===== config.mk =====
export PLATFORM = sky130hd
export DESIGN_NAME = divxx_seq
export DESIGN_NICKNAME = d
export VERILOG_FILES = /design/src/rtl/divxx_pkg.sv /design/src/rtl/divxx_step.sv /design/src/rtl/divxx_seq.sv
export SDC_FILE = /design/constraint.sdc
export NUM_CORES = 1
export LEC_CHECK = 0
export ABC_CLOCK_PERIOD_IN_PS = 3700
export CAP_MARGIN = 30
export CELL_PAD_IN_SITES_DETAIL_PLACEMENT = 1
export CELL_PAD_IN_SITES_GLOBAL_PLACEMENT = 2
export CORE_MARGIN = 2
export CORE_UTILIZATION = 37
export CTS_CLUSTER_DIAMETER = 40
export DETAILED_ROUTE_END_ITERATION = 8
export PLACE_DENSITY = 0.81
export SETUP_SLACK_MARGIN = 0.4
export SYNTH_ARGS = -nofsm -noshare
export SYNTH_HDL_FRONTEND = slang
export SYNTH_SLANG_ARGS = --single-unit

===== constraint.sdc =====
create_clock -name clock -period 3.7 [get_ports clock]
set_input_delay 0.925 -clock clock [delete_from_list [all_inputs] [get_ports clock]]
set_output_delay 0.925 -clock clock [all_outputs]
set_load 0.01 [all_outputs]

===== src/rtl/divxx_pkg.sv =====
// divxx: shared types for the iterative fixed-point divider.
// State encoding and iteration-counter sizing.
package divxx_pkg;

  localparam int DIVXX_W = 18;
  localparam int CNT_W   = $clog2(2*DIVXX_W+1);

  typedef enum logic [1:0] {
    IDLE,
    PREP,
    RUN,
    FIX
  } state_e;

endpackage


===== src/rtl/divxx_step.sv =====
// divxx_step: one restoring shift-subtract iteration.
// Shifts a numerator bit into the partial remainder and trial-subtracts.
module divxx_step #(
  parameter int W = 18
) (
  input  logic [W-1:0] rem_i,
  input  logic         bit_i,
  input  logic [W-1:0] div_i,
  output logic [W-1:0] rem_o,
  output logic         q_o
);

  logic [W:0]   sh;
  logic [W+1:0] diff;
  logic         unused_hi;

  assign sh   = {rem_i, bit_i};
  assign diff = {1'b0, sh} - {2'b00, div_i};
  assign q_o  = ~diff[W+1];
  // a kept remainder is always below the divisor, so the top bits are dead
  assign rem_o = q_o ? diff[W-1:0] : sh[W-1:0];
  assign unused_hi = ^{diff[W], sh[W]};

endmodule


===== src/rtl/divxx_seq.sv =====
// divxx_seq: quotient = (r0 << shift) / r1 and remainder, one bit per clock.
// Fixed latency; results and flags are held until the next done.
module divxx_seq
  import divxx_pkg::*;
#(
  parameter int WORD_SIZE = DIVXX_W
) (
  input  logic                 clock,
  input  logic                 reset_n,
  input  logic                 start,
  input  logic [WORD_SIZE-1:0] r0,
  input  logic [WORD_SIZE-1:0] r1,
  input  logic [4:0]           shift,
  input  logic                 signx,
  input  logic                 signy,
  output logic                 busy,
  output logic                 done,
  output logic [WORD_SIZE-1:0] quot,
  output logic [WORD_SIZE-1:0] rem,
  output logic                 div_zero,
  output logic                 overflow
);

  localparam int W  = WORD_SIZE;
  localparam int NW = 2*W;
  localparam logic [CNT_W-1:0] LAST  = CNT_W'(NW-1);
  localparam logic [4:0]       SHMAX = 5'(W-1);
  localparam logic [NW-1:0]    HALF  = NW'(1) << (W-1);

  state_e           state_q, state_d;
  logic [CNT_W-1:0] cnt_q, cnt_d;
  logic [W-1:0]     a_q, a_d;
  logic [W-1:0]     b_q, b_d;
  logic [4:0]       sh_q, sh_d;
  logic             sx_q, sx_d;
  logic             sy_q, sy_d;
  logic [NW-1:0]    num_q, num_d;
  logic [W-1:0]     dv_q, dv_d;
  logic [W-1:0]     pr_q, pr_d;
  logic             xneg_q, xneg_d;
  logic             qneg_q, qneg_d;
  logic             sgn_q, sgn_d;
  logic             dz_q, dz_d;
  logic             busy_q, busy_d;
  logic             done_q, done_d;
  logic [W-1:0]     quot_q, quot_d;
  logic [W-1:0]     rem_q, rem_d;
  logic             dzo_q, dzo_d;
  logic             ovf_q, ovf_d;

  logic             xn, yn;
  logic [NW-1:0]    ext, sft;
  logic [4:0]       shv;
  logic [W-1:0]     st_rem;
  logic             st_q;

  divxx_step #(.W(W)) u_step (
    .rem_i (pr_q),
    .bit_i (num_q[NW-1]),
    .div_i (dv_q),
    .rem_o (st_rem),
    .q_o   (st_q)
  );

  always_comb begin
    state_d = state_q;
    cnt_d   = cnt_q;
    a_d     = a_q;
    b_d     = b_q;
    sh_d    = sh_q;
    sx_d    = sx_q;
    sy_d    = sy_q;
    num_d   = num_q;
    dv_d    = dv_q;
    pr_d    = pr_q;
    xneg_d  = xneg_q;
    qneg_d  = qneg_q;
    sgn_d   = sgn_q;
    dz_d    = dz_q;
    busy_d  = busy_q;
    done_d  = 1'b0;
    quot_d  = quot_q;
    rem_d   = rem_q;
    dzo_d   = dzo_q;
    ovf_d   = ovf_q;
    xn      = sx_q & a_q[W-1];
    yn      = sy_q & b_q[W-1];
    ext     = sx_q ? {{W{a_q[W-1]}}, a_q} : {{W{1'b0}}, a_q};
    shv     = (sh_q > SHMAX) ? SHMAX : sh_q;
    sft     = ext << shv;
    unique case (state_q)
      IDLE: begin
        if (start) begin
          a_d     = r0;
          b_d     = r1;
          sh_d    = shift;
          sx_d    = signx;
          sy_d    = signy;
          busy_d  = 1'b1;
          state_d = PREP;
        end
      end
      PREP: begin
        num_d   = xn ? -sft : sft;
        dv_d    = yn ? -b_q : b_q;
        pr_d    = '0;
        cnt_d   = '0;
        xneg_d  = xn;
        qneg_d  = xn ^ yn;
        sgn_d   = sx_q | sy_q;
        dz_d    = (b_q == '0);
        state_d = RUN;
      end
      RUN: begin
        // quotient bits fill the numerator register from the bottom
        num_d = {num_q[NW-2:0], st_q};
        pr_d  = st_rem;
        cnt_d = cnt_q + CNT_W'(1);
        if (cnt_q == LAST) state_d = FIX;
      end
      FIX: begin
        if (dz_q) begin
          if (!sgn_q)      quot_d = '1;
          else if (xneg_q) quot_d = {1'b1, {(W-1){1'b0}}};
          else             quot_d = {1'b0, {(W-1){1'b1}}};
          rem_d = a_q;
          ovf_d = 1'b0;
        end else begin
          quot_d = qneg_q ? -num_q[W-1:0] : num_q[W-1:0];
          rem_d  = xneg_q ? -pr_q : pr_q;
          if (!sgn_q)      ovf_d = |num_q[NW-1:W];
          else if (qneg_q) ovf_d = num_q > HALF;
          else             ovf_d = num_q >= HALF;
        end
        dzo_d   = dz_q;
        busy_d  = 1'b0;
        done_d  = 1'b1;
        state_d = IDLE;
      end
      default: state_d = IDLE;
    endcase
  end

  always_ff @(posedge clock or negedge reset_n) begin
    if (!reset_n) begin
      state_q <= IDLE;
      cnt_q   <= '0;
      a_q     <= '0;
      b_q     <= '0;
      sh_q    <= '0;
      sx_q    <= 1'b0;
      sy_q    <= 1'b0;
      num_q   <= '0;
      dv_q    <= '0;
      pr_q    <= '0;
      xneg_q  <= 1'b0;
      qneg_q  <= 1'b0;
      sgn_q   <= 1'b0;
      dz_q    <= 1'b0;
      busy_q  <= 1'b0;
      done_q  <= 1'b0;
      quot_q  <= '0;
      rem_q   <= '0;
      dzo_q   <= 1'b0;
      ovf_q   <= 1'b0;
    end else begin
      state_q <= state_d;
      cnt_q   <= cnt_d;
      a_q     <= a_d;
      b_q     <= b_d;
      sh_q    <= sh_d;
      sx_q    <= sx_d;
      sy_q    <= sy_d;
      num_q   <= num_d;
      dv_q    <= dv_d;
      pr_q    <= pr_d;
      xneg_q  <= xneg_d;
      qneg_q  <= qneg_d;
      sgn_q   <= sgn_d;
      dz_q    <= dz_d;
      busy_q  <= busy_d;
      done_q  <= done_d;
      quot_q  <= quot_d;
      rem_q   <= rem_d;
      dzo_q   <= dzo_d;
      ovf_q   <= ovf_d;
    end
  end

  assign busy     = busy_q;
  assign done     = done_q;
  assign quot     = quot_q;
  assign rem      = rem_q;
  assign div_zero = dzo_q;
  assign overflow = ovf_q;

endmodule


==> key figures, run 1 <==
Synth
  – Net Count, Synth: 1,424
  – Mapped cell area: 11,720 sq um
  – Ys async rst share: between 90% and 100%
  – Top cells by area, synth: dfrtp_1 36%, mux2_2 7.4%, a21oi_1 5.5%
  – Post-synthesis cell type count: between 90 and 100
  – Register area share after synthesis: a little over a third
  – Mean Syn Cell Area: 8.680 sq um
  – Share of the synthesized area in the top cell type: a little over a third
  – Cells after synthesis: 1,350
  – Ys flop type: dfrtp_1
  – Synthesis Warnings: 0
  – Largest area contributor in the netlist: dfrtp_1
  – Post-synth EDFFs: 0
  – Yosys reg bits: 167

Die
  – Initial Utilization: between 30% and 40%
  – Die area: between 30,000 and 40,000 sq um
  – Die H: 182.0 um
  – I/O pin count: 86
  – Core area: about 31,000 sq um
  – Die W: 182.0 um
  – # rows: between 60 and 70

Power and ir drop
  – PD cells: between 1000 and 1500 nW/um^2
  – Combinational power share: around two thirds
  – Clock power share: between 10% and 20%
  – Pwr Total: about 0.017 W
  – Peak supply drop: between 0.5 and 0.6 mV
  – Sw frac: roughly 47%
  – Leak: 6.448 nW
  – Int Pwr: just under 0.009 W
  – P_sw: roughly 0.0081 W
  – Sequential power share: approximately a fifth

Global route
  – GRT busiest layer: met2
  – Vias in the first global route: 11,420
  – Met3 global-route usage: under 10%
  – M2 GR Usage: between 30% and 40%
  – Initial antenna violation count: 0
  – First-pass GRT wire length: approximately 65,000 um
  – Global Route met1 Usage: between 30% and 40%
  – Grt total ovfl: 0
  – Total GRT Usage: between 20% and 30%
  – Largest net degree at the start of global routing: ~70

Worst setup path
  – Critical path endpoint category: flop
  – Reg-to-reg startpoint: sh_q[3]$_DFFE_PN0P_
  – R2R cell count: 13
  – Slowest-stage cell, CP: or4b_4
  – CP Max Fanout: 6
  – Buf+Inv Stages, Crit Path: 3
  – Stages on worst setup path: 13
  – CP Data Required Time: slightly above 4 ns
  – Crit Path Class: reg -> reg
  – Cells along the critical path: o31a_1 -> buf_6 -> a2111oi_4 -> buf_4 -> o21ai_2 -> o221a_1 -> or4b_4 -> nor3_4 -> buf_12 -> nand2_8 -> o41ai_2 -> xor2_1 -> o41ai_1
  – Startpoint types: flop
  – CP delay by family, top: compound AO/OA/AOI/OAI gates
  – Worst setup startpoint: sh_q[3]$_DFFE_PN0P_
  – CP peak stage delay: slightly above 0.6 ns
  – Arrival time worst endpoint: roughly 3.8 ns

Place
  – Port bufs: 85
  – DP Wirelength: 29,680 um
  – Pre-CTS setup slack: slightly above 0.08 ns
  – GP Congestion: 0.9251

CTS
  – CTS tree: yes
  – Worst skew pair latency: around 0.45 ns
  – Worst-path clk slew: 0.07 ns
  – CTS hold repair buffers: 0
  – Clk buf depth: 2
  – TritonCTS buffer count: 17
  – Clk sink count: roughly 170
  – H-tree depth: 4
  – Clk root buf: clkbuf_16

Routing
  – Vias: 10,920
  – DRC viols: 0
  – Post-DRT Antenna Nets: 0
  – Initial DRC count: 694
  – Vias/cell: 5.673
  – 1st-pass router iterations: 5
  – Drt total wl: 41,430 um
  – DR WL/cell: roughly 22 um

Status
  – Status: finished clean

STA
  – Max_slew headroom: 35.38%
  – Worst setup margin: around 0.21 ns
  – Crit share post-route: a little over nine tenths
  – Hold Violations, Final: 0
  – Unrepaired setup endpoints after global routing: yes
  – Worst-margin pin slew: 0.9693 ns
  – Setup TNS Final: 0 ns
  – Hold Slack: just under 0.5 ns
  – Fmax: 286.2 MHz
  – Clock Skews: between 0.01 and 0.015 ns
  – Fin crit period: approximately 3.5 ns
  – Final Slew Violations: 0
  – Final Setup Violations: 0

Finish
  – Number of fill cells: roughly 3,600
  – Most common cell after layout, fill and taps aside: dfrtp_1
  – Most frequent cells in the layout: 164 x dfrtp_1, 129 x buf_4, 123 x a21oi_1
  – Register area: ~4200 sq um
  – Share of cells above drive strength 1: 22.92%
  – Total area of multi-input combinational cells: roughly 7300 sq um
  – Net count, final: between 1,500 and 2,000
  – Final core occ: 47.91%
  – # diodes: 0
  – Area Overhead vs Synth: 28.35%

Hold path
  – HP Class: in -> async

Job
  – Max-Cap Viols: 0
cell type report:
cell class	instances	area share, %
clock buffers	18	2.920
well taps	402	3.344
clock inverters	13	1.448
multi-input cells	1031	48.64
flip-flops and latches	167	27.81
repair buffers	237	14.41
inverters	57	1.423
worst register-to-register path: stages, from the launching register on:
cell and delay [ns]:
dfrtp_2 0.44, o31a_1 0.35, buf_6 0.17, a2111oi_4 0.24
buf_4 0.19, o21ai_2 0.05, o221a_1 0.32, or4b_4 0.61
nor3_4 0.17, buf_12 0.14, nand2_8 0.06, o41ai_2 0.30
xor2_1 0.11, o41ai_1 0.24
repair_timing:
item                                    CTS  global route
endpoints found under the setup margin   25            29
resized for setup                        45            53
setup buffers                            34             9
cloned                                    0             1
pin swaps                                28            25
path summary, 6_finish.rpt:
path | end | slack, ns
max | num_q[33]$_DFFE_PN0P_ | 0.21
min | num_q[5]$_DFFE_PN0P_ | 0.48
max reg2reg | num_q[33]$_DFFE_PN0P_ | 0.21
min reg2reg | quot[3]$_DFFE_PN0P_ | 0.51
max in group asynchronous | b_q[14]$_DFFE_PN0P_ | 2.37
min in group clock | quot[3]$_DFFE_PN0P_ | 0.51
sequential cells by signal (all words and copies together), names as in the netlist:
| signal | cells |
|---|---|
| done | 1 |
| overflow | 1 |
| sx_q | 1 |
| sy_q | 1 |
| num_q | 36 |
| b_q | 18 |
| xneg_q | 1 |
| sh_q | 5 |
| dz_q | 1 |
| pr_q | 18 |
| dv_q | 18 |
| busy | 1 |
| rem | 18 |
| a_q | 18 |
| sgn_q | 1 |
| qneg_q | 1 |
| state_q | 2 |
| div_zero | 1 |
| quot | 18 |
| cnt_q | 6 |
power groups by stage:
stage | combinational [W] | sequential [W] | clock (W)
after floorplan | 0.00636 | 0.00309 | 0
after global placement | 0.00965 | 0.00334 | 0
after detailed placement | 0.00984 | 0.00338 | 0
after CTS | 0.0107 | 0.00337 | 0.00209
after global routing | 0.0124 | 0.00351 | 0.00216
final | 0.0116 | 0.00340 | 0.00205
synthesized netlist by cell type (5+ instances only):
cell type,n
o21ai_0,101
nor2_1,122
buf_2,16
mux2i_1,40
buf_1,9
o22ai_1,18
nor3_1,19
nand4_1,9
nor4_1,7
nand2b_1,10
a22oi_1,8
clkbuf_1,67
a21oi_1,128
nor2b_1,18
xnor2_1,67
a31oi_1,15
dfrtp_1,167
inv_1,56
mux2_2,77
or3_1,8
nand3_1,34
ha_1,27
o21a_1,5
o211ai_1,10
xor2_1,20
nand2_1,120
and2_1,9
a211oi_1,16
o31ai_1,15
and3_1,15
a21o_1,5
a31o_2,5
and3b_1,7
o2bb2ai_1,5
through the flow:
| stage | std cells | cell area (sq um) |
|---|---|---|
| floorplan | 1350 | 11720 |
| detailed placement | 1850 | 13570 |
| CTS | 1915 | 14690 |
| global route | 1925 | 15040 |
| global placement | 1849 | 13570 |
| finish | 1925 | 15040 |
cells by family after synthesis:
| group | count (synthesis) | synth area share, % |
|---|---|---|
| DFF | 167 | 35.66 |
| xor gates and xnor gates | 87 | 6.503 |
| buffers and inverters | 152 | 5.147 |
| adders and majority gates | 28 | 3.054 |
| and+or+nand+nor | 410 | 17.29 |
| muxes | 121 | 11.49 |
| AOI/OAI and AO/OA | 385 | 20.85 |
layer usage:
metal	part of all wire (%)	routed length [um]
met2	46	18890
met4	2.1	880
met1	48	19760
met5	0	0
met3	4.6	1903
Power figures use the tool's default switching activity.
==> run 2: changes to the inputs <==
--- a/config.mk
+++ b/config.mk
@@ -15,6 +15,7 @@
 export DETAILED_ROUTE_END_ITERATION = 8
 export PLACE_DENSITY = 0.81
 export SETUP_SLACK_MARGIN = 0.4
+export SLEW_MARGIN = 20
 export SYNTH_ARGS = -nofsm -noshare
 export SYNTH_HDL_FRONTEND = slang
 export SYNTH_SLANG_ARGS = --single-unit
==> key figures, run 2 (same netlist as run 1, synthesis figures left out) <==
Worst setup path
  – Startpoint types: flop
  – Cells along the critical path: o31a_1 -> buf_4 -> buf_4 -> a2111oi_2 -> a21oi_1 -> a22oi_1 -> o211ai_1 -> nor4_4 -> nand3_4 -> buf_4 -> o21ai_1 -> xor2_1 -> o221ai_1
  – CP Data Required Time: 4.00 ns
  – Cell mode on critical path: buf_4
  – Arrival time worst endpoint: between 3 and 4 ns
  – Crit Path Class: reg -> reg
  – CP peak stage delay: approximately 0.43 ns
  – CP Max Fanout: 6
  – Slowest-stage cell, CP: dfrtp_2
  – Critical path endpoint category: flop

STA
  – Hold Violations, Final: 0
  – Worst setup margin: 0.2221 ns
  – Final Setup Violations: 0
  – Max_slew headroom: roughly two fifths
  – Setup TNS Final: 0 ns
  – Crit share post-route: approximately 94%
  – Clock Skews: around 0.010 ns
  – Fmax: roughly 290 MHz
  – Worst-margin pin slew: 0.9164 ns
  – Final Slew Violations: 0
  – Fin crit period: 3.478 ns
  – Unrepaired setup endpoints after global routing: yes

Power and ir drop
  – Pwr Total: ~0.017 W
  – Peak supply drop: about 0.50 mV
  – Leak: roughly 6.4 nW
  – PD cells: about 1100 nW/um^2

Finish
  – Final Non-Filler Cells: roughly 1,900
  – Top reg by flops: num_q
  – Number of fill cells: roughly 3,600
  – Share of cells above drive strength 1: between 20% and 30%
  – Largest register FFs: 36
  – Most common cell after layout, fill and taps aside: dfrtp_1
  – # diodes: 0
  – Net count, final: ~1,600
  – Area Overhead vs Synth: 27.73%
  – Most frequent cells in the layout: 164 x dfrtp_1, 122 x nor2_1, 122 x a21oi_1

Routing
  – Initial DRC count: ~690
  – Drt total wl: between 40,000 and 50,000 um
  – WL met1: 19,680 um
  – DR WL/cell: roughly 21 um
  – 1st-pass router iterations: 5
  – Top sig layer: met5
  – Met3 WL: about 1900 um
  – Post-DRT Antenna Nets: 0
  – Vias: about 11,000
  – DRC viols: 0
  – Vias/cell: about 5.7
  – DR WL met2: 18,850 um

CTS
  – Clk sink count: around 170
  – CTS tree: yes
  – TritonCTS buffer count: 17
  – H-tree depth: 4
  – Clk buf depth: 2
  – CTS hold repair buffers: 0
  – Clk root buf: clkbuf_16
  – Worst skew pair latency: approximately 0.45 ns
  – Worst-path clk slew: approximately 0.07 ns

Global route
  – Initial antenna violation count: 1
  – Vias in the first global route: about 11,000
  – Grt total ovfl: 0
  – First-pass GRT wire length: around 65,000 um
  – Largest net degree at the start of global routing: between 60 and 70
  – Total GRT Usage: roughly a quarter

Die
  – Initial Utilization: a little under two fifths
  – # rows: 65
  – Die area: 33,110 sq um
  – I/O pin count: 86
  – Die H: around 180 um
  – Core area: roughly 31,000 sq um
  – Die W: about 180 um

Place
  – Pre-CTS setup slack: -0.06060 ns
  – GP Congestion: 0.9251
  – DP Wirelength: 29,680 um
  – Cells after DPL: 1,850
  – Port bufs: between 80 and 90

Status
  – Status: finished clean

Job
  – Max-Cap Viols: 0

Hold path
  – HP Class: in -> async
==> run 2: changes by cell type in the layout (fill, tap and decap cells not counted), sizes merged <==
cell    delta
clkinv     +2
buf        -9
clkbuf     +3
bufinv     -3
==> run 2: what timing repair did <==
item                       CTS  global route
gates cloned                 0             2
setup endpoints to repair   25            35
buffers inserted            16            18
resized for setup           32            70
pin swaps                   13            47
==> run 2: metrics by stage <==
stage	hold WS, ns	utilization [%]	instance area [sq um]
2_1_floorplan	0.4553	-	11720
3_3_place_gp	0.4852	43.22	13570
3_5_place_dp	0.4942	43.24	13570
4_1_cts	0.5047	45.97	14430
5_1_grt	0.5281	47.68	14970
6_report	0.4912	47.68	14970
==> run 2: power breakdown <==
| part | internal, W | leakage, nW | switching, W |
|---|---|---|---|
| clock | 0.00104 | 0.293 | 0.000821 |
| sequential | 0.00256 | 2.06 | 0.000838 |
| combinational | 0.00505 | 4.08 | 0.00632 |
| total | 0.00865 | 6.44 | 0.00798 |
==> run 2: cell type report <==
type	count	area, sq um	share of cell area [%]
multi-input cells	1031	7330	48.97
flip-flops and latches	167	4183	27.95
repair buffers	229	2140	14.30
well taps	402	503.0	3.361
clock buffers	20	456.7	3.051
inverters	57	214.0	1.430
clock inverters	12	141.4	0.9447
==> run 2: worst paths after layout <==
path                                      start                     to  slack, ns  cells past startpoint
max                         sh_q[3]$_DFFE_PN0P_  num_q[27]$_DFFE_PN0P_       0.22                     13
min                                     reset_n    quot[8]$_DFFE_PN0P_       0.49                      1
max reg2reg                 sh_q[3]$_DFFE_PN0P_  num_q[27]$_DFFE_PN0P_       0.22                     13
min reg2reg                quot[16]$_DFFE_PN0P_   quot[16]$_DFFE_PN0P_       0.51                      2
max in group asynchronous               reset_n    rem[10]$_DFFE_PN0P_       2.37                      2
min in group clock         quot[16]$_DFFE_PN0P_   quot[16]$_DFFE_PN0P_       0.51                      2
==> run 2: routing by layer <==
| metal | vias up | track usage, % |
|---|---|---|
| li1 | 5149 | - |
| met1 | 5414 | 35.10 |
| met2 | 279 | 39.46 |
| met3 | 53 | 4.172 |
| met4 | 2 | 6.355 |
| met5 | - | 0 |
==> run 2: critical path, delay by kind of cell, from the launching register on <==
family,cells,cell delay (ns)
AO/OA/AOI/OAI,7,1.60
buffers and inverters,3,0.49
AND/OR/NAND/NOR,2,0.61
XOR/XNOR,1,0.19
flip-flops,1,0.43
